**src/rtl/llc_req_arbiter_pkg.sv**
```systemverilog
// llc_req_arbiter_pkg: shared arbiter state encoding and LLC input-channel indices
package llc_req_arbiter_pkg;
   typedef enum logic [1:0] {ARB_IDLE, ARB_HOLD, ARB_DRAIN} arb_state_t;
   localparam int ARB_RST_TB = 0;
   localparam int ARB_RSP    = 1;
   localparam int ARB_REQ    = 2;
   localparam int ARB_DMA    = 3;
endpackage

```
**src/rtl/llc_req_arbiter_rr_streak.sv**
```systemverilog
// llc_rr_streak: req/dma fairness; the last winner keeps winning for up to MAX_STREAK grants in a row
module llc_rr_streak #(
   parameter int MAX_STREAK = 4
) (
   input  logic clk,
   input  logic rst,
   input  logic req_elig,
   input  logic dma_elig,
   input  logic fire,
   output logic pick_dma
);
   localparam int SW = $clog2(MAX_STREAK + 1);
   localparam logic [SW-1:0] SMAX = SW'(MAX_STREAK);
   logic [SW-1:0] streak;
   logic last_dma;
   logic capped;
   always_comb begin
      capped = streak >= SMAX;
      pick_dma = (req_elig && dma_elig) ? (last_dma ^ capped) : dma_elig;
   end
   // streak saturates when the last winner keeps winning because the other side is idle
   always_ff @(posedge clk or negedge rst)
      if (!rst) begin
         streak <= '0;
         last_dma <= 1'b0;
      end else if (fire) begin
         last_dma <= pick_dma;
         streak <= (pick_dma != last_dma) ? SW'(1) : (capped ? streak : streak + 1'b1);
      end
endmodule

```
**src/rtl/llc_req_arbiter.sv**
```systemverilog
// llc_req_arbiter: admits one LLC input channel per cycle into the pipeline,
// bounded by an in-flight limit, with a drain mode that stops admission.
module llc_req_arbiter
   import llc_req_arbiter_pkg::*;
#(
   parameter int MAX_STREAK   = 4,
   parameter int MAX_INFLIGHT = 4
) (
   input  logic       clk,
   input  logic       rst,
   input  logic       llc_rst_tb_valid,
   input  logic       llc_rsp_in_valid,
   input  logic       llc_req_in_valid,
   input  logic       llc_dma_req_in_valid,
   output logic       llc_rst_tb_ready,
   output logic       llc_rsp_in_ready,
   output logic       llc_req_in_ready,
   output logic       llc_dma_req_in_ready,
   input  logic       req_stall,
   input  logic       dma_stall,
   input  logic       rst_stall,
   input  logic       drain_req,
   input  logic       pipe_done,
   output logic       arb_valid,
   input  logic       arb_ready,
   output logic [3:0] arb_sel,
   output logic       drain_done,
   output logic [2:0] inflight
);
   arb_state_t state, state_nxt;
   logic [3:0] elig, grant;
   logic hs, admit, may, pick_dma;
   assign elig = {llc_dma_req_in_valid & ~dma_stall, llc_req_in_valid & ~req_stall,
                  llc_rsp_in_valid, llc_rst_tb_valid & ~rst_stall};
   assign hs = arb_valid & arb_ready;
   // the held grant already counts against the in-flight limit
   assign admit = (({1'b0, inflight} + {3'b0, arb_valid}) < 4'(MAX_INFLIGHT)) && !drain_req;
   llc_rr_streak #(.MAX_STREAK(MAX_STREAK)) u_streak (
      .clk(clk),
      .rst(rst),
      .req_elig(elig[ARB_REQ]),
      .dma_elig(elig[ARB_DMA]),
      .fire(grant[ARB_REQ] | grant[ARB_DMA]),
      .pick_dma(pick_dma)
   );
   always_comb begin
      may = rst && admit && (state == ARB_IDLE || (state == ARB_HOLD && arb_ready));
      grant = !may ? 4'b0000 :
              elig[ARB_RST_TB] ? 4'b0001 :
              elig[ARB_RSP] ? 4'b0010 :
              (elig[ARB_REQ] | elig[ARB_DMA]) ? (pick_dma ? 4'b1000 : 4'b0100) : 4'b0000;
      state_nxt = state;
      if (|grant)
         state_nxt = ARB_HOLD;
      else if (state != ARB_HOLD || hs)
         state_nxt = drain_req ? ARB_DRAIN : ARB_IDLE;
   end
   assign {llc_dma_req_in_ready, llc_req_in_ready, llc_rsp_in_ready, llc_rst_tb_ready} = grant;
   assign arb_valid = state == ARB_HOLD;
   assign drain_done = state == ARB_DRAIN && inflight == 3'd0;
   always_ff @(posedge clk or negedge rst)
      if (!rst) begin
         state <= ARB_IDLE;
         arb_sel <= '0;
         inflight <= '0;
      end else begin
         state <= state_nxt;
         if (!arb_valid || hs)
            arb_sel <= grant;
         inflight <= inflight + 3'(hs) - 3'(pipe_done && inflight != 3'd0);
      end
endmodule

```
**config.mk**
```make
export PLATFORM = sky130hd
export DESIGN_NAME = llc_req_arbiter
export DESIGN_NICKNAME = d
export VERILOG_FILES = /design/src/rtl/llc_req_arbiter_pkg.sv /design/src/rtl/llc_req_arbiter_rr_streak.sv /design/src/rtl/llc_req_arbiter.sv
export SDC_FILE = /design/constraint.sdc
export NUM_CORES = 1
export LEC_CHECK = 0
export CAP_MARGIN = 20
export CORE_MARGIN = 3
export CORE_UTILIZATION = 52
export CTS_BUF_LIST = sky130_fd_sc_hd__clkbuf_4 sky130_fd_sc_hd__clkbuf_8
export DETAILED_ROUTE_END_ITERATION = 8
export GPL_TIMING_DRIVEN = 0
export PLACE_DENSITY_LB_ADDON = 0.2
export SLEW_MARGIN = 5
export SYNTH_ARGS = -nofsm -noshare
export SYNTH_HDL_FRONTEND = slang
export SYNTH_HIERARCHICAL = 1
export SYNTH_SLANG_ARGS = --single-unit
```
**constraint.sdc**
```tcl
create_clock -name clk -period 3 [get_ports clk]
set_clock_uncertainty 0.15 [all_clocks]
set_input_delay 0.3 -clock clk [delete_from_list [all_inputs] [get_ports clk]]
set_output_delay 0.3 -clock clk [all_outputs]
set_load 0.02 [all_outputs]
```
### Yosys cells after proc, flatten, opt, wreduce, memory -nomap -nowiden

Index checks and enable logic that the tools add are counted.

* flip-flop bits (word level): 13
* bits of input ports: 12
* output and inout port bits: 13
* word-level logic and storage cells: 55

* add/subtract/negate cells: 4
* order comparisons: 2
* equality and inequality tests: 5
* mux-type cells: 11
* bitwise operators: 10
* reductions and logical operators: 18

Operators with widths (count)
* two-way mux 4 bit: 5
* logical AND 1 bit: 7
* two-way mux 2 bit: 3
* two-way mux 3 bit: 2
* adder 3 x 1 -> 4 bit: 1
* AND 1 bit: 4
* < comparator 4 x 3 -> 1 bit, second input constant: 1
* OR reduction 4 bit: 1
* adder 3 x 1 -> 3 bit: 1
* adder 3 x 1 -> 3 bit, second input constant: 1
* greater-or-equal comparator 3 bit, second input constant: 1
* logical NOT 3 bit: 1
* logical OR 1 bit: 3
* NOT 1 bit: 3
* nonzero test 3 bit: 1
* subtractor 3 x 1 -> 3 bit: 1
* equality test 2 x 1 -> 1 bit, second input constant: 1
* equality test 2 bit, second input constant: 1
* logical NOT 1 bit: 2
* logical NOT 2 bit: 1
* inequality test 2 x 1 -> 1 bit, second input constant: 1
* inequality test 2 bit, second input constant: 1
* bitwise OR 1 bit: 2
* AND reduction 2 bit: 1
* other kinds (4): 4

### Logic depth before layout (Yosys ltp)

* word-level depth: 11
* depth in mapped cells: 8
* gate-level depth less buffers: 8

### By module

The synthesis kept the hierarchy.

Modules (own cells, without submodules)
* llc_req_arbiter: instances 1, cells an instance 54, area each 574.3 um2, sequential area each 225.2 um2
* llc_rr_streak: instances 1, cells an instance 32, area each 306.5 um2, sequential area each 100.1 um2

### Worst setup path after synthesis

Ideal clock, no wire load.

* path type: reg-to-reg
* start point: register state[0]
* end point: register inflight[2]
* library setup time: 123 ps
* data arrival time: 1867 ps
* required time: 2727 ps
* slack: 861 ps
* cell stages (with the launch flop): 9
* path buffers: 0
* clock period less this slack: 2139 ps
* cells stage by stage: dfrtp_1 -> inv_1 -> nor2_1 -> nand2_1 -> ha_1 -> inv_1 -> ha_1 -> fa_1 -> xnor2_1

* cells in the longest elaborated chain, start to end: 4

RTL lines
* start, declared: line llc_req_arbiter.sv:30 `arb_state_t state, state_nxt;`
* start signal, assigned: line llc_req_arbiter.sv:67 `state <= state_nxt;`
* equality test 2 x 1 -> 1 bit: line llc_req_arbiter.sv:59 `assign arb_valid = state == ARB_HOLD;`
* net arb_valid: line llc_req_arbiter.sv:24 `output logic arb_valid,`
* AND 1 bit: line llc_req_arbiter.sv:35 `assign hs = arb_valid & arb_ready;`
* adder 3 x 1 -> 3 bit: line llc_req_arbiter.sv:70 `inflight <= inflight + 3'(hs) - 3'(pipe_done && inflight != 3'd0);`
* subtractor 3 x 1 -> 3 bit: line llc_req_arbiter.sv:70
* end signal, assigned: line llc_req_arbiter.sv:70
* end, declared: line llc_req_arbiter.sv:28 `output logic [2:0] inflight`

The timed path passes the listed nets, and every way through them passes these cells.
A chain may end at the register's enable or synchronous reset.

### Worst setup path in the final report

* start point: input port llc_dma_req_in_valid
* end point: output port llc_dma_req_in_ready

* cells in the longest elaborated chain, start to end: 8
* elaborated cells between the ends (all ways): 9
* those cells by class: 6 x mux; 2 x bitwise; 1 x reduce/logical

RTL lines
* start, declared: line llc_req_arbiter.sv:14 `input logic llc_dma_req_in_valid,`
* AND 1 bit *: line llc_req_arbiter.sv:33 `assign elig = {llc_dma_req_in_valid & ~dma_stall, llc_req_in_valid & ~req_stall,`
* net elig[3]: line llc_req_arbiter.sv:31 `logic [3:0] elig, grant;`
* logical AND 1 bit: line llc_req_arbiter_rr_streak.sv:19 `pick_dma = (req_elig && dma_elig) ? (last_dma ^ capped) : dma_elig;`
* two-way mux 1 bit *: line llc_req_arbiter_rr_streak.sv:19
* net pick_dma: line llc_req_arbiter.sv:32 `logic hs, admit, may, pick_dma;`
* two-way mux 4 bit * (2 in a row): line llc_req_arbiter.sv:51 `(elig[ARB_REQ] | elig[ARB_DMA]) ? (pick_dma ? 4'b1000 : 4'b0100) : 4'b0000;`
* two-way mux 4 bit *: line llc_req_arbiter.sv:50 `elig[ARB_RSP] ? 4'b0010 :`
* two-way mux 4 bit *: line llc_req_arbiter.sv:49 `elig[ARB_RST_TB] ? 4'b0001 :`
* two-way mux 4 bit *: line llc_req_arbiter.sv:48 `grant = !may ? 4'b0000 :`
* end, declared: line llc_req_arbiter.sv:18 `output logic llc_dma_req_in_ready,`

Mark *: on every way through the listed nets, which the timed path passes. The rest lies on a longest branch.

==> qor.txt <==
VDD IR max -> 0.000495 V
Core ar. -> 0.00154 mm2
DIE WIDTH -> 47.2 um
First-pass DRT Iterations -> 4
Synth Net Count -> 104
Die area -> 0.00222 mm2
Register bit total from synthesis -> 13
Area leader, netlist -> dfrtp_1
Ys async rst share -> 1.00
Initial antenna violation count -> 0
Post-synth top cells -> 13 x dfrtp_1, 9 x inv_1, 9 x nand2_1, 7 x nor2_1
Critical Path End -> llc_dma_req_in_ready
R2R Path Start -> inflight[0]$_DFF_PN0_
Via Count -> 716
CP bufs+invs -> 2
Max Clk Rate -> 0.354 GHz
Starting Density -> 0.571
Synth Area in Compound Gates -> 0.159
Power density cells -> 606 mW/mm2
Int Pwr -> 438 uW
Post-Route Utilization -> 0.768
Hpwl dp -> 1400 um
Crit path cell chain -> clkdlybuf4s50_1 -> nor2b_1 -> a21boi_2 -> nand2_1 -> nor2_1 -> clkdlybuf4s50_1
Max incr delay on CP -> 610 ps
Startpoint types -> primary input
Slowest CP cell -> clkdlybuf4s50_1
P&R area growth vs syn -> 34.4%
Die height -> 47.2 um
RSZ-0062 raised after global routing -> false
Total global routing overflow -> 0
I/O pin count -> 25
Most used cell, CP -> clkdlybuf4s50_1
Synth Instances -> 86
Critical path class -> in -> out
Leak -> 0.000533 uW
Deepest clock path buffer count -> 2
CP top delay family -> buffers and inverters
First-pass GRT wire length -> 2890 um
Syn. warnings -> 6
Share of power burned in registers -> 0.397
Post-Synth XOR/XNOR Area -> 0.0511
Final min period -> 2820 ps
Slew Limit Headroom -> 0.591
Clock-pin slew on the worst setup and hold paths -> 80 ps
Cell variety after synth -> 35
Hold WC Path Type -> reg -> reg
Worst setup path start -> llc_dma_req_in_valid
H-tree depth -> 1
CTS tree -> yes
DR WL/cell -> 14.2 um
R2R depth -> 7
# Max-Cap Violations -> 0
Largest net degree at the start of global routing -> 15
Synth top area share -> 0.369
Worst Path Required -> 2550 ps
Worst reg2reg setup slack -> 870 ps
Levels on crit path -> 6
P_sw -> 280 uW
Tcrit/Tclk final -> 0.941
Top post-synthesis cells by area -> dfrtp_1 37%, ha_1 7.1%, o21ai_2 4.0%, inv_1 3.8%, nand2_1 3.8%
Share of total power in combinational logic -> 0.433
Ys flop type -> dfrtp_1
Ant. Diodes -> 0
Synth Area in Adders -> 0.0938
Drt drc -> 0
Seq. cell area -> 325 um2
Avg Vias per Cell -> 5.47
Slew @ Worst Pin -> 612 ps
Syn avg cell area -> 10.2 um2
Final setup violation count -> 0
Endpoints failing hold -> 0
EDFF count, synth -> 0
Final Max Slew Viols -> 0
Setup_tns -> 0 ps
Data arrival time of the worst path -> 2370 ps
Worst-path fanout max -> 10
Largest family of logic cells by synthesized area -> simple AND/OR/NAND/NOR gates
Initial DRC count -> 14
Worst-skew pair later-pin latency -> 280 ps
Gr usage total -> 0.190
Netlist Area Pre-Place -> 881 um2
Number of global-route vias before repair -> 663
Status -> finished, final reports clean
Fraction of layout cells with a size suffix above 1 -> 0.174
I/O Buffers -> 24
Mux contribution to synthesized area -> 0.0256
DRT antenna net count -> 0
CTS Sinks -> 13
Root buffer cell -> clkbuf_4
CTS Buf Count -> 3
Clock Power Share -> 0.171
Rows -> 14
Register area share after synthesis -> 0.369
R2R Path End -> inflight[2]$_DFF_PN0_
GP Congestion -> 0.838
Worst hold margin -> 336 ps
Total routed wirelength -> 1870 um
Multi-input logic area -> 517 um2
Simple-gate share of the synthesized area -> 0.257
Nets -> 134
Crit. End Element -> primary output
Sw frac -> 0.390
Fill cells -> 119
Count leader, synth -> dfrtp_1
-- tightest hold or removal path, delay by kind of cell, from the launching register on --
family          cells  cell delay [ps]
compound gates      1               50
flops               1              350
simple gates        1               60
-- power by group through the flow --
stage	registers [uW]	logic, uW	clock network, uW
finish	285	310	122
global route	295	351	130
CTS	285	316	124
detailed placement	289	313	0
global placement	286	295	0
floorplan	304	177	0
-- metrics by stage --
step	instances	power [uW]	worst slack, ps	area [um2]
after global placement	126	581	128	1140
after detailed placement	126	602	85.8	1140
after global routing	131	776	101	1180
after CTS	130	725	77.8	1170
final	131	717	178	1180
after floorplan	86	481	861	881
-- area by class of cell --
type                    instances  area share
well taps                      16      0.0169
repair buffers                 25       0.214
clock buffers                   4      0.0254
flip-flops and latches         13       0.275
plain buffers                   1     0.00423
inverters                       9      0.0285
multi-input cells              63       0.437
-- how the worst min path moves through the flow --
stage / from / end / slack (ps) / depth (start not counted)
after CTS: rst / u_streak/streak[1]$_DFFE_PN0P_ / 280 / 1
final: arb_sel[3]$_DFFE_PN0P_ / arb_sel[3]$_DFFE_PN0P_ / 340 / 2
after global placement: arb_sel[1]$_DFFE_PN0P_ / arb_sel[1]$_DFFE_PN0P_ / 310 / 2
after global routing: arb_sel[2]$_DFFE_PN0P_ / arb_sel[2]$_DFFE_PN0P_ / 360 / 2
after detailed placement: arb_sel[3]$_DFFE_PN0P_ / arb_sel[3]$_DFFE_PN0P_ / 320 / 2
after floorplan: rst / arb_sel[0]$_DFFE_PN0P_ / -150 / 0
-- routing by layer --
| metal | track usage | up-vias | part of all wire |
|---|---|---|---|
| met5 | 0 | - | 0 |
| met4 | 0.0994 | 0 | 0.026 |
| met3 | 0.0230 | 5 | 0.044 |
| met2 | 0.317 | 23 | 0.50 |
| met1 | 0.238 | 332 | 0.42 |
| li1 | - | 356 | - |
-- sequential cells by signal, indices dropped and copies added (netlist names) --
register           count
u_streak/streak        3
state                  2
u_streak/last_dma      1
inflight               3
arb_sel                4
-- cell families (layout without fill, tap and decap cells) --
group,count (synthesis),after routing
DFF,13,13
buffers and inverters,10,39
xor gates and xnor gates,3,3
and+or+nand+nor,36,36
adders and majority gates,6,6
AOI/OAI and AO/OA,16,16
muxes,2,2
-- cell usage in the layout, fill, tap and decap left out, types with 2 or more instances in the layout --
cell | Yosys | layout
a31oi_1 | 2 | 2
clkdlybuf4s50_1 | 0 | 23
clkbuf_4 | 0 | 4
ha_1 | 5 | 5
nand2b_1 | 3 | 3
nand2_1 | 9 | 9
nor2b_1 | 5 | 5
inv_1 | 9 | 9
o2111ai_1 | 2 | 2
dfrtp_1 | 13 | 13
o21ai_2 | 4 | 4
xnor2_1 | 2 | 2
mux2_2 | 2 | 2
nor2_1 | 7 | 7
-- what timing repair did --
action                                 CTS  global route
setup endpoints to repair                0             3
buffers inserted                         0             0
endpoints found under the hold margin    0            13
hold buffers                             0             1
resized for setup                        0             1
No activity file was read; power rests on OpenSTA's default activity.
